<file path="config.mk">
export PLATFORM = sky130hd
export DESIGN_NAME = vga_fill_sequencer
export DESIGN_NICKNAME = d
export VERILOG_FILES = /design/src/rtl/vga_pkg.sv /design/src/rtl/vga_rect_norm.sv /design/src/rtl/vga_fill_sequencer.sv
export SDC_FILE = /design/constraint.sdc
export NUM_CORES = 1
export LEC_CHECK = 0
export CORE_MARGIN = 2
export CORE_UTILIZATION = 40
export DETAILED_ROUTE_END_ITERATION = 10
export GPL_ROUTABILITY_DRIVEN = 0
export PLACE_DENSITY = 0.68
export SETUP_SLACK_MARGIN = 0.1
export SYNTH_ARGS = -nofsm -noshare
export SYNTH_HDL_FRONTEND = slang
export SYNTH_SLANG_ARGS = --single-unit
</file>
<file path="constraint.sdc">
create_clock -name clk -period 2.6 [get_ports clk]
set_input_delay 0.52 -clock clk [delete_from_list [all_inputs] [get_ports clk]]
set_output_delay 0.52 -clock clk [all_outputs]
set_load 0.01 [all_outputs]
</file>
<file path="src/rtl/vga_pkg.sv">
// vga_pkg: resolution decode helpers and fill FSM state type for the VGA fill engine.
package vga_pkg;
   typedef enum logic [1:0] {IDLE, FILL, DONE} fill_state_t;
   function automatic int x_width(input logic [55:0] res);
      return res == "160x120" ? 8 : res == "320x240" ? 9 : 10;
   endfunction
   function automatic int y_width(input logic [55:0] res);
      return res == "160x120" ? 8 : res == "320x240" ? 8 : 9;
   endfunction
   function automatic int x_max(input logic [55:0] res);
      return res == "160x120" ? 159 : res == "320x240" ? 319 : 639;
   endfunction
   function automatic int y_max(input logic [55:0] res);
      return res == "160x120" ? 119 : res == "320x240" ? 239 : 479;
   endfunction
endpackage

</file>
<file path="src/rtl/vga_rect_norm.sv">
// vga_rect_norm: orders rectangle corners and clips the far edges to the screen.
module vga_rect_norm #(
   parameter int X_W = 10,
   parameter int Y_W = 9,
   parameter int X_MAX = 639,
   parameter int Y_MAX = 479
) (
   input  logic [X_W-1:0] x0_i,
   input  logic [X_W-1:0] x1_i,
   input  logic [Y_W-1:0] y0_i,
   input  logic [Y_W-1:0] y1_i,
   output logic [X_W-1:0] xmin_o,
   output logic [X_W-1:0] xmax_o,
   output logic [Y_W-1:0] ymin_o,
   output logic [Y_W-1:0] ymax_o,
   output logic           off_o
);
   localparam logic [X_W-1:0] XM = X_W'(X_MAX);
   localparam logic [Y_W-1:0] YM = Y_W'(Y_MAX);
   logic [X_W-1:0] xhi;
   logic [Y_W-1:0] yhi;
   always_comb begin
      xmin_o = x0_i < x1_i ? x0_i : x1_i;
      xhi    = x0_i < x1_i ? x1_i : x0_i;
      xmax_o = xhi > XM ? XM : xhi;
      ymin_o = y0_i < y1_i ? y0_i : y1_i;
      yhi    = y0_i < y1_i ? y1_i : y0_i;
      ymax_o = yhi > YM ? YM : yhi;
      off_o  = xmin_o > XM || ymin_o > YM;
   end
endmodule

</file>
<file path="src/rtl/vga_fill_sequencer.sv">
// vga_fill_sequencer: rectangle-fill engine emitting one clipped pixel per cycle
// in row-major order onto the VGA adapter write port.
module vga_fill_sequencer
   import vga_pkg::*;
#(
   parameter logic [55:0] RESOLUTION = "640x480",
   parameter int CHANNEL_SIZES = 8
) (
   input  logic                             clk,
   input  logic                             rst,
   input  logic                             pll_lock,
   input  logic                             cmd_valid,
   output logic                             cmd_ready,
   input  logic [x_width(RESOLUTION)-1:0]   cmd_x0,
   input  logic [x_width(RESOLUTION)-1:0]   cmd_x1,
   input  logic [y_width(RESOLUTION)-1:0]   cmd_y0,
   input  logic [y_width(RESOLUTION)-1:0]   cmd_y1,
   input  logic [CHANNEL_SIZES-1:0]         cmd_r,
   input  logic [CHANNEL_SIZES-1:0]         cmd_g,
   input  logic [CHANNEL_SIZES-1:0]         cmd_b,
   input  logic                             plot_stall,
   output logic [x_width(RESOLUTION)-1:0]   x_out,
   output logic [y_width(RESOLUTION)-1:0]   y_out,
   output logic [CHANNEL_SIZES-1:0]         r_out,
   output logic [CHANNEL_SIZES-1:0]         g_out,
   output logic [CHANNEL_SIZES-1:0]         b_out,
   output logic                             plot,
   output logic                             busy,
   output logic                             done
);
   localparam int X_W = x_width(RESOLUTION);
   localparam int Y_W = y_width(RESOLUTION);
   fill_state_t state_q, state_d;
   logic [X_W-1:0] cur_x_q, cur_x_d, xmin_q, xmax_q, n_xmin, n_xmax;
   logic [Y_W-1:0] cur_y_q, cur_y_d, ymax_q, n_ymin, n_ymax;
   logic [CHANNEL_SIZES-1:0] r_q, g_q, b_q;
   logic n_off, accept, last_x, last;
   vga_rect_norm #(
      .X_W(X_W), .Y_W(Y_W), .X_MAX(x_max(RESOLUTION)), .Y_MAX(y_max(RESOLUTION))
   ) u_norm (
      .x0_i(cmd_x0), .x1_i(cmd_x1), .y0_i(cmd_y0), .y1_i(cmd_y1),
      .xmin_o(n_xmin), .xmax_o(n_xmax), .ymin_o(n_ymin), .ymax_o(n_ymax), .off_o(n_off)
   );
   always_comb begin
      cmd_ready = state_q == IDLE && pll_lock && !rst;
      accept    = cmd_valid && cmd_ready;
      plot      = state_q == FILL && pll_lock && !plot_stall;
      last_x    = cur_x_q == xmax_q;
      last      = last_x && cur_y_q == ymax_q;
      state_d   = state_q == IDLE ? (accept ? (n_off ? DONE : FILL) : IDLE)
                : state_q == FILL ? (plot && last ? DONE : FILL) : IDLE;
      // scan position only moves on cycles that actually wrote a pixel
      cur_x_d   = accept ? n_xmin : plot ? (last_x ? xmin_q : cur_x_q + 1'b1) : cur_x_q;
      cur_y_d   = accept ? n_ymin : plot && last_x && !last ? cur_y_q + 1'b1 : cur_y_q;
   end
   always_ff @(posedge clk) begin
      if (rst) begin
         state_q <= IDLE;
         cur_x_q <= '0;
         cur_y_q <= '0;
         xmin_q  <= '0;
         xmax_q  <= '0;
         ymax_q  <= '0;
         r_q     <= '0;
         g_q     <= '0;
         b_q     <= '0;
      end else begin
         state_q <= state_d;
         cur_x_q <= cur_x_d;
         cur_y_q <= cur_y_d;
         if (accept) begin
            xmin_q <= n_xmin;
            xmax_q <= n_xmax;
            ymax_q <= n_ymax;
            r_q    <= cmd_r;
            g_q    <= cmd_g;
            b_q    <= cmd_b;
         end
      end
   end
   assign x_out = cur_x_q;
   assign y_out = cur_y_q;
   assign r_out = r_q;
   assign g_out = g_q;
   assign b_out = b_q;
   assign busy  = state_q != IDLE;
   assign done  = state_q == DONE;
endmodule

</file>
==> flow_metrics.env, run 1 <==
export IMPL_grt_pass1_wl_mm=20.1
export IMPL_worstRegToRegCells=6
export IMPL_worst_slew_pin_slew_ns=0.612
export IMPL_max_stage_delay_ns=0.46
export IMPL_grt_setup_unrepaired="yes"
export IMPL_vias=4642
export IMPL_netlist_cell_type_count=55
export IMPL_mostFrequentLayoutCells="sky130_fd_sc_hd__clkdlybuf4s50_1, sky130_fd_sc_hd__dfxtp_1, sky130_fd_sc_hd__buf_4"
export IMPL_die_x_um=108
export IMPL_detailedPlacementHpwl_mm=9.54
export IMPL_yosys_register_bits=74
export IMPL_critPathRequiredTime_ns=2.84
export IMPL_period_needed_ns=2.46
export IMPL_power_switching_uw=935
export IMPL_maximum_number_of_pins_on_one_net_before_global_route_repair=49
export IMPL_cts_buffers=9
export IMPL_worstHoldPathCells=2
export IMPL_cts_hold_buffers_added=0
export IMPL_design_die_area_um2=11700
export IMPL_maxClockFrequency_ghz=0.406
export IMPL_grt_pass1_vias=4370
export IMPL_clockPowerShare_pct=27.1
export IMPL_synth_main_ff_cell="sky130_fd_sc_hd__dfxtp_1"
export IMPL_netlist_instances=542
export IMPL_finalPower_uw=3070
export IMPL_number_of_antenna_violations_at_the_first_check_in_global_routing=0
export IMPL_fp_coreArea_um2=10400
export IMPL_timing_hold_ws_ns=0.461
export IMPL_cellPowerDensity_nw_per_um2=468
export IMPL_cp_start_kind="input port"
export IMPL_list_of_cells_traversed_by_the_critical_path="clkdlybuf4s50_1 -> inv_1 -> ha_4 -> a21oi_4 -> a211oi_2 -> or3_4 -> nor2_4 -> mux2_4 -> a32o_1"
export IMPL_vias_per_cell=5.45
export IMPL_multi_input_comb_area_um2=2840
export IMPL_route_final_wire_length_mm=12.9
export IMPL_routed_wire_length_per_instance_um=15.1
export IMPL_post_route_drc_count=0
export IMPL_seq_area_frac_synth_pct=34.3
export IMPL_switching_share_pct=30.5
export IMPL_first_pass_iters=5
export IMPL_postLayoutCellArea_um2=6560
export IMPL_synth_fp_nets=628
export IMPL_postSynth_asyncResetShare_pct=0
export IMPL_met3RoutedLength_um=693
export IMPL_worst_skew_pair_late_latency_ns=0.35
export IMPL_worst_slack_ns=0.139
export IMPL_detail_route_iter0_violations=319
export IMPL_numnets_final=797
export IMPL_category_of_the_most_critical_setup_path="in2reg"
export IMPL_layoutNonFillerInstCount=851
export IMPL_io_pins=114
export IMPL_synthesis_area_um2=4320
export IMPL_drt_met1_wl_mm=5.84
export IMPL_power_static_leakage_uw=0.00257
export IMPL_syn_avg_cell_area_um2=7.97
export IMPL_synth_edff_count=0
export IMPL_holdCritStartpoint="g_out[0]"
export IMPL_worst_min_delay_path_category="reg2reg"
export IMPL_place_port_buffers=113
export IMPL_grtUsageTotal_pct=21.3
export IMPL_endpoint_kind="flip-flop"
export IMPL_timing_max_cap_violations=0
export IMPL_most_frequent_standard_cell_in_the_layout_excluding_fill_and_tap_cells="sky130_fd_sc_hd__clkdlybuf4s50_1"
export IMPL_cts_sink_count=74
export IMPL_worst_ep_arrival_time_ns=2.70
export IMPL_status="completed"
export IMPL_num_antenna_cells=0
export IMPL_top_layer_used="met4"
export IMPL_cellInternalPower_uw=2130
export IMPL_fillCellCount=927
export IMPL_yosys_warnings=0
export IMPL_skew_ns=0.00704
export IMPL_drive_gt1_share_pct=21.0
export IMPL_start_util_pct=41.5
export IMPL_r2r_start="x_out[4]"
export IMPL_holdPathEnd="g_out[0]"
export IMPL_placed_cells_incl_taps=831
export IMPL_overflow=0
export IMPL_power_share_sequential_pct=41.8
export IMPL_post_place_ws_ns=-0.411
export IMPL_clock_tree_root_cell="sky130_fd_sc_hd__clkbuf_8"
export IMPL_wl_met2_mm=6.19
export IMPL_rows=37
export IMPL_worst_r2r_end="x_out[1]"
export IMPL_dieHeight_um=108
export IMPL_area_overhead_of_the_layout_relative_to_synthesis_pct=51.7
export IMPL_finalSetupViolCount=0
export IMPL_post_dp_cell_area_um2=6050
export IMPL_register_area_um2=1480
export IMPL_cts_tree="done"
export IMPL_final_period_utilization_pct=94.6
export IMPL_combinationalPowerShare_pct=31.1
export IMPL_ir_drop_mv=0.232
export IMPL_r2r_setup_slack_ns=0.38
export IMPL_drv_slew=0
export IMPL_cts_htree_levels=3
export IMPL_hold_violation_total_from_the_final_report=0
export IMPL_maximum_fanout_along_the_worst_path=6
export IMPL_cts_buffer_depth=2
export IMPL_clk_transition_reported_paths_ns=0.07
export IMPL_slew_headroom_pct=58.8
export IMPL_critPathSlowestCell="sky130_fd_sc_hd__clkdlybuf4s50_1"
export IMPL_drt_antenna_violating_nets=0
[synthesized netlist by cell type, drive strengths merged (7+ instances only)]
master / n / area share [%]
dfxtp: 74 / 34
clkbuf: 19 / 1.7
inv: 24 / 2.1
nand4: 7 / 1.4
a211oi: 18 / 3.1
mux2: 8 / 2.1
a31oi: 16 / 2.5
nor3: 13 / 1.5
mux2i: 7 / 1.6
ha: 19 / 5.5
xor2: 10 / 2.0
nand3: 29 / 3.5
nand2: 67 / 5.8
nor2: 24 / 2.3
xnor2: 15 / 3.0
buf: 13 / 1.5
o21ai: 62 / 7.2
a21oi: 48 / 5.6
[stage by stage]
step | utilization, % | TNS, ns
floorplan | - | 0
global placement | 58.1 | -11.23
detailed placement | 58.1 | -14.33
CTS | 60.6 | 0
global route | 62.9 | 0
finish | 62.9 | 0
[worst max-delay path: cells and delay by family]
family / cells / cell delay, ns
and+or+nand+nor: 2 / 0.61
adders and majority gates: 1 / 0.24
AOI/OAI and AO/OA: 3 / 0.46
buffers and inverters: 2 / 0.53
muxes: 1 / 0.33
[final cells by class]
class / instances / area share [%]
sequential: 74 / 22.6
inverter: 25 / 1.43
multi-input combinational: 411 / 43.4
clock buffer: 12 / 2.52
tap: 136 / 2.60
clock inverter: 3 / 0.363
timing repair buffer: 190 / 27.1
[worst max-delay path by stage]
| stage | to | start | slack [ns] |
|---|---|---|---|
| after detailed placement | xmax_q[7] | cmd_x1[7] | -0.41 |
| final | xmax_q[8] | cmd_x1[4] | 0.14 |
| after global placement | xmax_q[7] | cmd_x1[7] | -0.34 |
| after floorplan | xmax_q[7] | cmd_x1[7] | 0.16 |
| after CTS | xmax_q[7] | cmd_x1[8] | 0.11 |
| after global routing | xmax_q[4] | cmd_x1[9] | 0.07 |
[what timing repair did]
action	in CTS	in global routing
setup endpoints to repair	32	46
setup buffers	1	3
pin swaps	2	13
resized for setup	11	47
gates cloned	0	1
[state kept, by name (all words and copies together), names as in the netlist]
name     flops
b_out        8
xmin_q      10
ymax_q       9
g_out        8
y_out        9
state_q      2
xmax_q      10
x_out       10
r_out        8
[power by group through the flow]
stage	Sequential [uW]	Combinational [uW]	Clock (uW)
3_3_place_gp	1300	848	0
2_1_floorplan	1310	446	0
3_5_place_dp	1310	865	0
4_1_cts	1280	888	856
5_1_grt	1290	1040	901
6_report	1280	956	831
[cells by family (layout without fill, tap and decap cells)]
kind of cell    Yosys count  after routing  share of synthesized area [%]
mux                      15             15                           3.71
compound gates          180            180                           25.2
simple gates            172            172                           20.8
flops                    74             74                           34.3
fa+ha+maj                19             19                           5.50
xor+xnor                 25             25                           5.07
buf+inv                  57            230                           5.36
[layer usage]
layer	track usage, %	up-vias
met3	2.89	13
met5	0	-
met2	36.0	137
li1	-	2313
met1	28.2	2179
met4	6.68	0
No activity file was read; power rests on OpenSTA's default activity.
==> inputs of run 2 (changes only) <==
--- a/config.mk
+++ b/config.mk
@@ -5,7 +5,7 @@
 export SDC_FILE = /design/constraint.sdc
 export NUM_CORES = 1
 export LEC_CHECK = 0
-export CORE_MARGIN = 2
+export CORE_MARGIN = 1
 export CORE_UTILIZATION = 40
 export DETAILED_ROUTE_END_ITERATION = 10
 export GPL_ROUTABILITY_DRIVEN = 0
==> run 2 against run 1 <==
  * Worst hold slack got worse by 0.00059 ns
  * Die area down 3.7%
  * Non-clock buffer count increased by 1
  * Fmax is 3.5% lower
  * Cell count unchanged
  * First-iteration DRC count shrank 34%
  * Clock skew about the same
  * Count of clock-buffer cells in the layout fell by 1
  * Setup slack worse by 0.090 ns
  * Clock power is 15% higher
  * Global-route usage increased by 0.79 points
  * Routed wire length decreased by 2.7%
==> flow_metrics.env, run 2 (same netlist as run 1, synthesis figures left out) <==
export IMPL_clk_transition_reported_paths_ns=0.07
export IMPL_worst_slew_pin_slew_ns=0.712
export IMPL_power_static_leakage_uw=0.00253
export IMPL_cts_htree_levels=3
export IMPL_fillCellCount=925
export IMPL_route_final_wire_length_mm=12.5
export IMPL_grt_pass1_vias=4259
export IMPL_first_pass_iters=4
export IMPL_switching_share_pct=28.9
export IMPL_finalSetupViolCount=0
export IMPL_critPathRequiredTime_ns=2.83
export IMPL_status="completed"
export IMPL_timing_critical_path_to="xmax_q[2]"
export IMPL_worst_min_delay_path_category="reg2reg"
export IMPL_rows=37
export IMPL_slew_headroom_pct=52.0
export IMPL_hold_violation_total_from_the_final_report=0
export IMPL_clock_tree_root_cell="sky130_fd_sc_hd__clkbuf_8"
export IMPL_combinationalPowerShare_pct=29.1
export IMPL_cts_hold_buffers_added=0
export IMPL_drv_slew=0
export IMPL_r2r_setup_slack_ns=0.37
export IMPL_grt_pass1_wl_mm=20.0
export IMPL_worstRegToRegCells=6
export IMPL_power_share_sequential_pct=40.6
export IMPL_maximum_number_of_pins_on_one_net_before_global_route_repair=49
export IMPL_vias_per_cell=5.40
export IMPL_maximum_fanout_along_the_worst_path=13
export IMPL_mostFrequentLayoutCells="sky130_fd_sc_hd__clkdlybuf4s50_1, sky130_fd_sc_hd__dfxtp_1, sky130_fd_sc_hd__buf_4"
export IMPL_placed_cells_incl_taps=834
export IMPL_vias=4592
export IMPL_area_overhead_of_the_layout_relative_to_synthesis_pct=50.2
export IMPL_power_switching_uw=914
export IMPL_cp_start_kind="input port"
export IMPL_r2r_start="x_out[2]"
export IMPL_category_of_the_most_critical_setup_path="in2reg"
export IMPL_grtUsageTotal_pct=22.1
export IMPL_critPathLaunch="cmd_x1[9]"
export IMPL_detailedPlacementHpwl_mm=9.45
export IMPL_grt_setup_unrepaired="yes"
export IMPL_cts_tree="done"
export IMPL_clockPowerShare_pct=30.3
export IMPL_most_frequent_standard_cell_in_the_layout_excluding_fill_and_tap_cells="sky130_fd_sc_hd__clkdlybuf4s50_1"
export IMPL_finalPower_uw=3160
export IMPL_maxClockFrequency_ghz=0.392
export IMPL_overflow=0
export IMPL_cts_buffer_depth=2
export IMPL_routed_wire_length_per_instance_um=14.7
export IMPL_ir_drop_mv=0.285
export IMPL_post_route_drc_count=0
export IMPL_cts_buffers=9
export IMPL_fp_coreArea_um2=10400
export IMPL_numnets_final=798
export IMPL_timing_max_cap_violations=0
export IMPL_period_needed_ns=2.55
export IMPL_skew_ns=0.00744
export IMPL_drt_antenna_violating_nets=0
export IMPL_worst_ep_arrival_time_ns=2.78
export IMPL_cellInternalPower_uw=2250
export IMPL_num_antenna_cells=0
export IMPL_detail_route_iter0_violations=210
export IMPL_place_port_buffers=113
export IMPL_io_pins=114
export IMPL_drive_gt1_share_pct=19.3
export IMPL_worst_skew_pair_late_latency_ns=0.35
export IMPL_cts_sink_count=74
export IMPL_cellPowerDensity_nw_per_um2=487
export IMPL_number_of_antenna_violations_at_the_first_check_in_global_routing=0
export IMPL_die_x_um=106
export IMPL_worst_r2r_end="x_out[3]"
export IMPL_layoutNonFillerInstCount=851
export IMPL_dieHeight_um=106
export IMPL_endpoint_kind="flip-flop"
export IMPL_start_util_pct=41.5
export IMPL_final_period_utilization_pct=98.1
export IMPL_design_die_area_um2=11200
export IMPL_utilization_of_the_core_after_routing_pct=62.3
-- run 2: cell count changes in the layout (fill, tap and decap cells not counted), sizes merged --
cell           previous run  this run
dlymetal6s2s              7         2
bufinv                    0         2
clkbuf                   13        11
clkinvlp                  2         0
buf                      76        78
clkdlybuf4s50           106       111
-- run 2: cell type report --
type                    count  area (um^2)  share of cell area, %
clock buffers              11          141                   2.18
clock inverters             3         65.1                   1.00
inverters                  25         93.8                   1.45
multi-input cells         411         2780                   42.8
flip-flops and latches     74         1480                   22.8
well taps                 136          170                   2.62
repair buffers            191         1760                   27.2
-- run 2: worst max-delay path: stages --
cell and delay [ns]:
sky130_fd_sc_hd__clkdlybuf4s50_1 0.48, sky130_fd_sc_hd__inv_1 0.06, sky130_fd_sc_hd__ha_1 0.29, sky130_fd_sc_hd__nand4_1 0.17, sky130_fd_sc_hd__buf_4 0.18, sky130_fd_sc_hd__a211oi_1 0.19, sky130_fd_sc_hd__buf_4 0.19, sky130_fd_sc_hd__nor2_4 0.07
sky130_fd_sc_hd__buf_6 0.14, sky130_fd_sc_hd__buf_4 0.14, sky130_fd_sc_hd__o21ai_0 0.23, sky130_fd_sc_hd__a31oi_1 0.12
-- run 2: timing repair --
| item | in CTS | in global routing |
|---|---|---|
| pin swaps | 2 | 12 |
| setup endpoints to repair | 34 | 42 |
| setup buffers | 1 | 2 |
| gates resized for setup | 6 | 30 |
-- run 2: power groups by stage --
stage	combinational, uW	clock (uW)	sequential [uW]
3_5_place_dp	860	0	1310
4_1_cts	875	981	1280
6_report	920	959	1280
5_1_grt	1000	1030	1300
2_1_floorplan	446	0	1310
3_3_place_gp	842	0	1310
-- run 2: through the flow --
step	setup slack (ns)	hold WS, ns	setup TNS [ns]	area, um^2
after global placement	-0.322	0.445	-10.30	6090
after CTS	0.0988	0.462	0	6330
final	0.0496	0.461	0	6490
after global routing	-0.00461	0.477	-0.00461	6490
after detailed placement	-0.397	0.452	-14.67	6090
after floorplan	0.160	0.437	0	4320
-- run 2: routing by layer --
layer	wire (um)	up-vias	share of wire (%)	GRT usage, %
met1	5920	2122	47	29.7
met5	0	-	0	0
li1	-	2314	-	-
met3	613	11	4.9	3.43
met4	143	0	1.1	6.65
met2	5870	145	47	36.4
-- run 2: worst min-delay path by stage --
stage               startpoint         to  slack (ns)  cells after the start
finish                g_out[4]   g_out[4]        0.46                      2
global route          b_out[7]   b_out[7]        0.48                      2
CTS                   b_out[7]   b_out[7]        0.46                      2
detailed placement    b_out[7]   b_out[7]        0.45                      2
global placement      r_out[4]   r_out[4]        0.44                      2
floorplan            xmin_q[9]  xmin_q[9]        0.44                      2
